<file path="config.mk">
export PLATFORM = sky130hd
export DESIGN_NAME = hub75_fb_arbiter
export DESIGN_NICKNAME = d
export VERILOG_FILES = /design/src/rtl/hub75_fb_arbiter.sv
export SDC_FILE = /design/constraint.sdc
export NUM_CORES = 1
export LEC_CHECK = 0
export BUFFER_PORTS_ARGS = -buffer_cell sky130_fd_sc_hd__clkbuf_2
export CORE_MARGIN = 4
export CORE_UTILIZATION = 29
export CTS_BUF_LIST = sky130_fd_sc_hd__clkbuf_8
export CTS_CLUSTER_DIAMETER = 200
export DETAILED_ROUTE_END_ITERATION = 10
export HOLD_SLACK_MARGIN = 0.12
export PLACE_DENSITY = 0.84
export SLEW_MARGIN = 20
export SYNTH_ARGS = -nofsm -noshare
export SYNTH_HDL_FRONTEND = slang
export SYNTH_SLANG_ARGS = --single-unit
</file>
<file path="constraint.sdc">
create_clock -name clk -period 1.75 [get_ports clk]
set_input_delay 0.4375 -clock clk [delete_from_list [all_inputs] [get_ports clk]]
set_output_delay 0.4375 -clock clk [all_outputs]
set_load 0.05 [all_outputs]
</file>
<file path="src/rtl/hub75_fb_arbiter.sv">
// HUB75 frame buffer arbiter: shares one frame buffer port between the
// panel readout engine and a pixel writer. Readout wins ties, except that a
// writer already waiting when readout was last granted gets the next turn.
module hub75_fb_arbiter #(
    parameter int FB_AW = 13,
    parameter int FB_DW = 16,
    parameter int FB_MW = FB_DW / 4
) (
    input  logic             clk,
    input  logic             rst,
    input  logic             rd_req,
    output logic             rd_gnt,
    input  logic             rd_rel,
    input  logic [FB_AW-1:0] rd_addr,
    input  logic             wr_req,
    output logic             wr_gnt,
    input  logic             wr_rel,
    input  logic [FB_AW-1:0] wr_addr,
    input  logic [FB_DW-1:0] wr_data,
    input  logic [FB_MW-1:0] wr_mask,
    input  logic             wr_ena,
    output logic [FB_AW-1:0] fb_addr,
    output logic [FB_DW-1:0] fb_wr_data,
    output logic [FB_MW-1:0] fb_wr_mask,
    output logic             fb_wr_ena,
    output logic [1:0]       owner
);

    // Encoding doubles as the owner output code.
    typedef enum logic [1:0] {
        IDLE   = 2'b00,
        OWN_RD = 2'b01,
        OWN_WR = 2'b10
    } state_t;

    state_t state, state_nxt;
    // Set when readout was granted while the writer was already waiting;
    // cleared once the writer is served or stops asking.
    logic   wr_skip, wr_skip_nxt;

    // Next-state selection, release handling and anti-starvation history.
    always_comb begin
        state_nxt   = state;
        wr_skip_nxt = wr_skip;
        case (state)
            IDLE: begin
                if (rd_req && wr_req) state_nxt = wr_skip ? OWN_WR : OWN_RD;
                else if (rd_req)      state_nxt = OWN_RD;
                else if (wr_req)      state_nxt = OWN_WR;
            end
            OWN_RD:  if (rd_rel) state_nxt = IDLE;
            OWN_WR:  if (wr_rel) state_nxt = IDLE;
            default: state_nxt = IDLE;
        endcase

        if (state == IDLE && state_nxt == OWN_RD)      wr_skip_nxt = wr_req;
        else if (state == IDLE && state_nxt == OWN_WR) wr_skip_nxt = 1'b0;
        else if (!wr_req)                              wr_skip_nxt = 1'b0;
    end

    // State, history and registered single-cycle grant pulses.
    always_ff @(posedge clk or posedge rst) begin
        if (rst) begin
            state   <= IDLE;
            wr_skip <= 1'b0;
            rd_gnt  <= 1'b0;
            wr_gnt  <= 1'b0;
        end else begin
            state   <= state_nxt;
            wr_skip <= wr_skip_nxt;
            rd_gnt  <= (state == IDLE) && (state_nxt == OWN_RD);
            wr_gnt  <= (state == IDLE) && (state_nxt == OWN_WR);
        end
    end

    // Buffer port mux; writer strobes outside writer ownership are dropped.
    always_comb begin
        fb_addr    = (state == OWN_WR) ? wr_addr : rd_addr;
        fb_wr_data = wr_data;
        fb_wr_mask = wr_mask;
        fb_wr_ena  = (state == OWN_WR) && wr_ena;
        owner      = state;
    end

endmodule

</file>
* After elaboration in Yosys (flattened, before gate mapping)
Index checks and enable logic that the tools add are counted.
** Word-level totals
- Register bits :: 5
- Input bits :: 53
- Output and inout bits :: 38
- Word-level logic and storage cells :: 25
** Operators by class
- Equality and inequality tests :: 5
- Multiplexer cells :: 11
- Reduce and logical (&&, ||, !) cells :: 5
** Operators by type and width (count)
- 2-to-1 mux 13 bit :: 1
- 2-to-1 mux 2 bit :: 6
- case mux 2 bit (3 select lines) :: 1
- == test 2 x 1 -> 1 bit, second input constant :: 2
- == test 2 bit, second input constant :: 2
- logical AND 1 bit :: 4
- 2-to-1 mux 1 bit :: 3
- != test 3 x 1 -> 1 bit, second input constant :: 1
- zero test 2 bit :: 1

* Logic depth before layout (Yosys ltp)
Gate-level depths: netlist of run 1.
- Depth in word-level cells :: 8
- Depth in mapped cells :: 3
- Mapped depth without buffers :: 3

* Least setup slack after synthesis of run 1
OpenSTA, ideal clock, no wires.
- Path kind :: reg-to-output
- Start point :: reg state[1], in the netlist owner[1]
- End point :: out fb_wr_ena
- Arrival time :: 1679 ps
- Required time :: 1312 ps
- Slack :: -366 ps
- Cell stages (with the launch flop) :: 4
- Buffers on the path :: 1
- Cell sequence :: dfrtp_1 > nand2b_4 > buf_6 > nor2_1
** On the way
- Cells in the longest elaborated chain, start to end :: 2
** Ends and longest elaborated chain
- from (decl) :: line 36 : state_t state, state_nxt;
- from (signal assigned) :: line 69 : state <= state_nxt;
- == test 2 bit :: line 81 : fb_wr_ena = (state == OWN_WR) && wr_ena;
- logical AND 1 bit :: line 81
- to (decl) :: line 25 : output logic fb_wr_ena,
No other way between the ends.

* Final worst setup path of run 1
- Start point :: reg state[0], in the netlist owner[0]
- End point :: out fb_addr[2]
** On the way
- Cells in the longest elaborated chain, start to end :: 2
** Ends and longest elaborated chain
- == test 2 bit :: line 78 : fb_addr = (state == OWN_WR) ? wr_addr : rd_addr;
- 2-to-1 mux 13 bit :: line 78
- to (decl) :: line 22 : output logic [FB_AW-1:0] fb_addr,
No other way between the ends.

==> impl_metrics.json, run 1 <==
{
  "cts_buffer_depth": 2,
  "hold_path.class": "in2reg",
  "antenna_left": 0,
  "synth_cells": 56,
  "synth_warnings": 0,
  "vias_per_cell": 4.29,
  "fin_nets": 148,
  "power.switching_w": 0.000680,
  "synth.largest_area_cell": "buf_4",
  "hp-start": "wr_rel",
  "rsz0062_at_grt": "yes",
  "ys.flop_type": "dfrtp_1",
  "crit_required_ps": 1310,
  "finalHoldViolations": 0,
  "grt_pass1_wl_um": 2430,
  "final.setup.worst_slack_ps": -21.6,
  "num_vias": 510,
  "antennaDiodeCount": 0,
  "synth.most_common_cell": "buf_4",
  "grt_usage_pct": 12.0,
  "cpPeakStageDelay_ps": 400,
  "crit_type": "reg2out",
  "wl_um": 1700,
  "cellLeakagePower_nw": 0.548,
  "start_util_pct": 31.9,
  "crit_family": "flip-flops",
  "clk_pin_slew_ps": 30,
  "setup_viol": 2,
  "rr_endpoint": "wr_skip",
  "cts_buffers": 3,
  "dieArea_sq_um": 2730,
  "clock_power_share_pct": 13.9,
  "critPathArrivalTime_ps": 1330,
  "grt_max_degree": 8,
  "peakVddDrop_v": 0.000605,
  "cp-start-kind": "flop",
  "total_power_w": 0.00145,
  "p_int_w": 0.000770,
  "areaGrowthSynthToFinish_pct": 65.4,
  "rows": 15,
  "synth_commonest_cells": "20 x buf_4, 9 x mux2_4, 5 x dfrtp_1",
  "root_buffer": "clkbuf_8",
  "outcome": "finished with violations",
  "cp_slowest_cell": "dfrtp_2",
  "critPathBufInv": 1,
  "fin_crit_ps": 1770,
  "antenna_found_initial": 0,
  "ys_types": 18,
  "r2r_start": "owner[0]",
  "finalSetupTns_ps": -23.8,
  "path_depth": 3,
  "die_w_um": 52.3,
  "place.gp.congestion": 0.636,
  "htree_levels": 1,
  "dpl_worst_slack_ps": 93.5,
  "drc": 0,
  "reg2reg_depth": 5,
  "rrSetupSlack_ps": 550,
  "endpoint_kind": "primary output",
  "violations": "setup timing",
  "ioPinCount": 91,
  "path_max_fanout": 7,
  "cp-endpoint": "fb_addr[2]",
  "core_sq_um": 1780,
  "finalNonFillerCells": 119,
  "finalClockSkew_ps": 0.218,
  "ys_seq_area_share_pct": 22.0,
  "slew-limit-headroom_pct": 80.9,
  "p_seq_share_pct": 13.3,
  "critPathLaunch": "owner[0]",
  "synth_seq_cells": 5,
  "die_y_um": 52.3,
  "dp.final_hpwl_um": 1180,
  "p_per_area_nw_per_um2": 1540,
  "synth_area_sq_um": 568,
  "first_pass_iters": 2,
  "switching_share_pct": 46.9,
  "syn_nets": 109,
  "drt_iter0_drc": 3,
  "clock_latency_ps": 220,
  "synth-edff-count": 0,
  "cts.sinks": 5,
  "final_layout_size_suffix_gt1_share_pct": 78.7,
  "routedWlPerCell_um": 14.3,
  "synth.avg_cell_area_sq_um": 10.1,
  "crit_chain": "nand2b_4, mux2_4, clkbuf_16",
  "first_global_vias": 547,
  "timing.final.crit_share_pct": 101,
  "maxCapViolations": 0,
  "overflow": 0,
  "worst_pin_slew_ps": 287,
  "async_flop_share_pct": 100,
  "synth_area_leaders": "buf_4 26%, mux2_4 24%, dfrtp_1 22%",
  "synth_top_area_share_pct": 26.4,
  "dp_cells": 112,
  "maxSlewViolCount": 0,
  "power_frac_comb_pct": 72.8,
  "tritoncts": "done",
  "fmax_ghz": 0.564,
  "io_buffers": 50
}
[cell families after synthesis]
kind of cell           Yosys count  share of synthesized area [%]
AOI/OAI and AO/OA                4                           4.40
buffers and inverters           23                           29.7
DFF                              5                           22.0
muxes                           13                           31.7
and+or+nand+nor                 11                           12.1
[tightest hold or removal path, delay by kind of cell]
kind / cells / cell delay, ps
and+or+nand+nor: 1 / 80
buffers and inverters: 1 / 70
AOI/OAI and AO/OA: 1 / 60
[repair_timing]
item | CTS | global route
resized for setup | 32 | 12
hold buffers | 1 | 0
buffers inserted | 1 | 0
hold endpoints to repair | 5 | 0
gates cloned | 1 | 0
endpoints found under the setup margin | 13 | 13
[how the worst min path moves through the flow]
stage	end	cells past startpoint
2_1_floorplan	rd_gnt	1
3_3_place_gp	wr_gnt	2
3_5_place_dp	wr_gnt	2
4_1_cts	owner[1]	3
5_1_grt	wr_skip	2
6_report	owner[1]	3
[registers in the layout (all words and copies together) (netlist names)]
register  count
owner         2
rd_gnt        1
wr_gnt        1
wr_skip       1
[routing by layer]
metal / vias to the layer above / wire [um] / GRT usage (%) / share of wire [%]
li1: 244 / - / - / -
met1: 217 / 660 / 13.7 / 39
met2: 43 / 752 / 16.9 / 44
met3: 6 / 275 / 5.13 / 16
met4: 0 / 12 / 10.2 / 0.71
met5: - / 0 / 0 / 0
[power groups by stage]
| stage | Sequential, W | Clock [W] | Combinational (W) |
|---|---|---|---|
| floorplan | 0.000316 | 0 | 0.000649 |
| global placement | 0.000180 | 0 | 0.000820 |
| detailed placement | 0.000183 | 0 | 0.000832 |
| CTS | 0.000193 | 0.000209 | 0.00101 |
| global route | 0.000202 | 0.000220 | 0.00110 |
| finish | 0.000193 | 0.000201 | 0.00106 |
[layout make-up]
cell class / instances / area, sq um
sequential: 5 / 128
multi-input combinational: 29 / 305
fill: 151 / 843
clock buffer: 3 / 41.3
inverter: 2 / 7.51
timing repair buffer: 54 / 423
tap: 25 / 31.3
clock inverter: 1 / 3.75
[stage by stage]
| stage | util, % | area [sq um] | hold slack, ps |
|---|---|---|---|
| detailed placement | 39.7 | 708 | 320 |
| global route | 52.7 | 940 | 488 |
| finish | 52.7 | 940 | 475 |
| CTS | 51.9 | 925 | 470 |
| floorplan | - | 577 | 216 |
| global placement | 39.7 | 708 | 315 |
[placed cells by master (no fill, tap or decap)]
master / Yosys / layout
or2b_1: 1 / 1
nor2_1: 3 / 2
and3_1: 2 / 2
buf_8: 0 / 12
inv_1: 2 / 3
a21o_1: 1 / 1
a21oi_1: 1 / 1
nand2b_4: 1 / 2
o21ai_0: 1 / 1
nand2_1: 1 / 1
clkbuf_16: 0 / 1
nor2_2: 0 / 1
nand2b_1: 1 / 1
dlygate4sd3_1: 0 / 1
mux2_4: 9 / 13
nand3b_1: 1 / 1
dfrtp_2: 0 / 2
buf_4: 20 / 3
o31ai_1: 1 / 1
dfrtp_1: 5 / 3
and2_1: 1 / 1
clkbuf_2: 0 / 37
clkbuf_8: 0 / 3
No activity file was read; power rests on OpenSTA's default activity.
==> run 2, diff against run 1 <==
==> constraint.sdc (replaced) <==
create_clock -name clk -period 1.75 [get_ports clk]
set_input_delay 0.35 -clock clk [delete_from_list [all_inputs] [get_ports clk]]
set_output_delay 0.35 -clock clk [all_outputs]
set_load 0.05 [all_outputs]
==> run 2 against run 1 <==
  * The run now ends clean
  * Non-clock buffer count unchanged
  * Combinational power down 19%
  * Via count up 2.7%
  * Critical path type unchanged
  * Clock-buffer cell count unchanged
  * Critical endpoint unchanged
  * Wire length down 1.2%
  * Sequential share of layout area up 2.5 points
  * Maximum frequency up 3.8%
  * Register-to-register slack better by 90 ps
  * Clock power about the same
==> impl_metrics.json, run 2 (synthesis results as in run 1) <==
{
  "power.switching_w": 0.000636,
  "rrSetupSlack_ps": 640,
  "hp-start": "wr_rel",
  "fin_util_pct": 44.6,
  "cts_buffers": 3,
  "power_frac_comb_pct": 68.7,
  "grt_busiest_layer": "met2",
  "p_per_area_nw_per_um2": 1580,
  "fin_nets": 148,
  "start_util_pct": 31.9,
  "crit_family": "flip-flops",
  "drc": 0,
  "clock_latency_ps": 220,
  "rows": 15,
  "layout_common_cells": "37 x clkbuf_2, 9 x mux2_4, 9 x buf_2",
  "cp_slowest_cell": "dfrtp_2",
  "areaGrowthSynthToFinish_pct": 39.9,
  "dpl_worst_slack_ps": 107,
  "cts.sinks": 5,
  "p_int_w": 0.000621,
  "reg2reg_depth": 4,
  "finalSetupTns_ps": 0,
  "final_layout_size_suffix_gt1_share_pct": 78.7,
  "path_max_fanout": 7,
  "hold_depth": 3,
  "fmax_ghz": 0.586,
  "overflow": 0,
  "finalHoldViolations": 0,
  "antennaDiodeCount": 0,
  "clock_power_share_pct": 16.1,
  "grt_usage_pct": 11.8,
  "root_buffer": "clkbuf_8",
  "vias_per_cell": 4.40,
  "core_sq_um": 1780,
  "grt_max_degree": 8,
  "cts_buffer_depth": 2,
  "drt_iter0_drc": 2,
  "p_seq_share_pct": 15.3,
  "final_common_cell": "clkbuf_2",
  "routedWlPerCell_um": 14.1,
  "first_global_vias": 497,
  "slew-limit-headroom_pct": 81.2,
  "worst_pin_slew_ps": 283,
  "clk_pin_slew_ps": 30,
  "peakVddDrop_v": 0.000474,
  "largest_reg_flops": 2,
  "timing.final.crit_share_pct": 97.5,
  "htree_levels": 1,
  "maxSlewViolCount": 0,
  "maxCapViolations": 0,
  "gr-usage-met3_pct": 6.84,
  "critPathBufInv": 1,
  "use_met2_pct": 20.1,
  "cpPeakStageDelay_ps": 440,
  "switching_share_pct": 50.6,
  "crit_chain": "nand2b_4, mux2_2, clkbuf_4",
  "fillCellCount": 181,
  "setup_viol": 0,
  "cellLeakagePower_nw": 0.479,
  "num_vias": 524,
  "endpoint_kind": "primary output",
  "die_y_um": 52.3,
  "tritoncts": "done",
  "outcome": "complete, no violations",
  "rsz0062_at_grt": "no",
  "die_w_um": 52.3,
  "dieArea_sq_um": 2730,
  "crit_required_ps": 1400,
  "r2r_start": "owner[1]",
  "grt_pass1_wl_um": 2270,
  "rr_endpoint": "wr_skip",
  "ioPinCount": 91,
  "critPathArrivalTime_ps": 1360,
  "finalClockSkew_ps": 1.39,
  "hold-path-endpoint": "owner[1]",
  "cp-start-kind": "flop",
  "use_met1_pct": 9.93,
  "fin_crit_ps": 1710,
  "final.setup.worst_slack_ps": 43.1,
  "first_pass_iters": 4,
  "hold_path.class": "in2reg",
  "wl_um": 1680,
  "place.gp.congestion": 0.618,
  "io_buffers": 50,
  "antenna_left": 0,
  "crit_type": "reg2out",
  "antenna_found_initial": 0
}
==> run 2: changes by cell type in the layout (fill, tap and decap cells not counted) <==
cell / previous run / this run
buf_8: 12 / 0
buf_2: 0 / 9
clkbuf_4: 0 / 4
mux2_2: 0 / 4
mux2_4: 13 / 9
clkbuf_16: 1 / 0
==> run 2: layer usage <==
metal | routed length (um) | up-vias
met5 | 0 | -
met4 | 40 | 0
met3 | 332 | 6
met2 | 774 | 53
met1 | 533 | 223
li1 | - | 242
==> run 2: worst max path at each step <==
stage          startpoint     endpoint  slack [ps]  cells after the start
2_1_floorplan    owner[0]  fb_addr[10]          80                      3
3_3_place_gp     owner[1]   fb_addr[0]         150                      3
3_5_place_dp     owner[1]   fb_addr[2]         110                      3
4_1_cts          owner[0]   fb_addr[6]          20                      3
5_1_grt          owner[1]   fb_addr[2]           2                      3
6_report         owner[1]   fb_addr[2]          40                      3
==> run 2: repair_timing <==
item	in CTS	in global routing
endpoints found under the hold margin	5	0
hold buffers	1	0
endpoints found under the setup margin	13	9
buffers inserted	2	0
cloned	1	0
resized for setup	5	9
==> run 2: tightest hold or removal path, cell delays in order <==
cell      delay [ps]
clkbuf_2          70
or2b_1            80
a21oi_1           60
==> run 2: power by group through the flow <==
stage	logic [W]	clock network (W)	registers, W
after floorplan	0.000642	0	0.000316
after global placement	0.000794	0	0.000191
after detailed placement	0.000806	0	0.000193
after CTS	0.000870	0.000206	0.000193
after global routing	0.000906	0.000223	0.000197
final	0.000863	0.000202	0.000192
==> run 2: area by class of cell <==
| cell class | instances | area (sq um) | area share [%] |
|---|---|---|---|
| Sequential cell | 5 | 128 | 16.1 |
| Clock inverter | 1 | 3.75 | 0.472 |
| Clock buffer | 3 | 41.3 | 5.20 |
| Tap cell | 25 | 31.3 | 3.94 |
| Multi-Input combinational cell | 29 | 290 | 36.5 |
| Inverter | 2 | 7.51 | 0.945 |
| Timing Repair Buffer | 54 | 293 | 36.9 |
==> run 2: per-stage QoR <==
step / power [W] / hold WS [ps] / area (sq um) / instances
floorplan: 0.000958 / 128 / 573 / 56
finish: 0.00126 / 388 / 795 / 119
global placement: 0.000984 / 228 / 701 / 111
detailed placement: 0.000999 / 243 / 701 / 111
global route: 0.00133 / 394 / 795 / 119
CTS: 0.00127 / 388 / 795 / 119
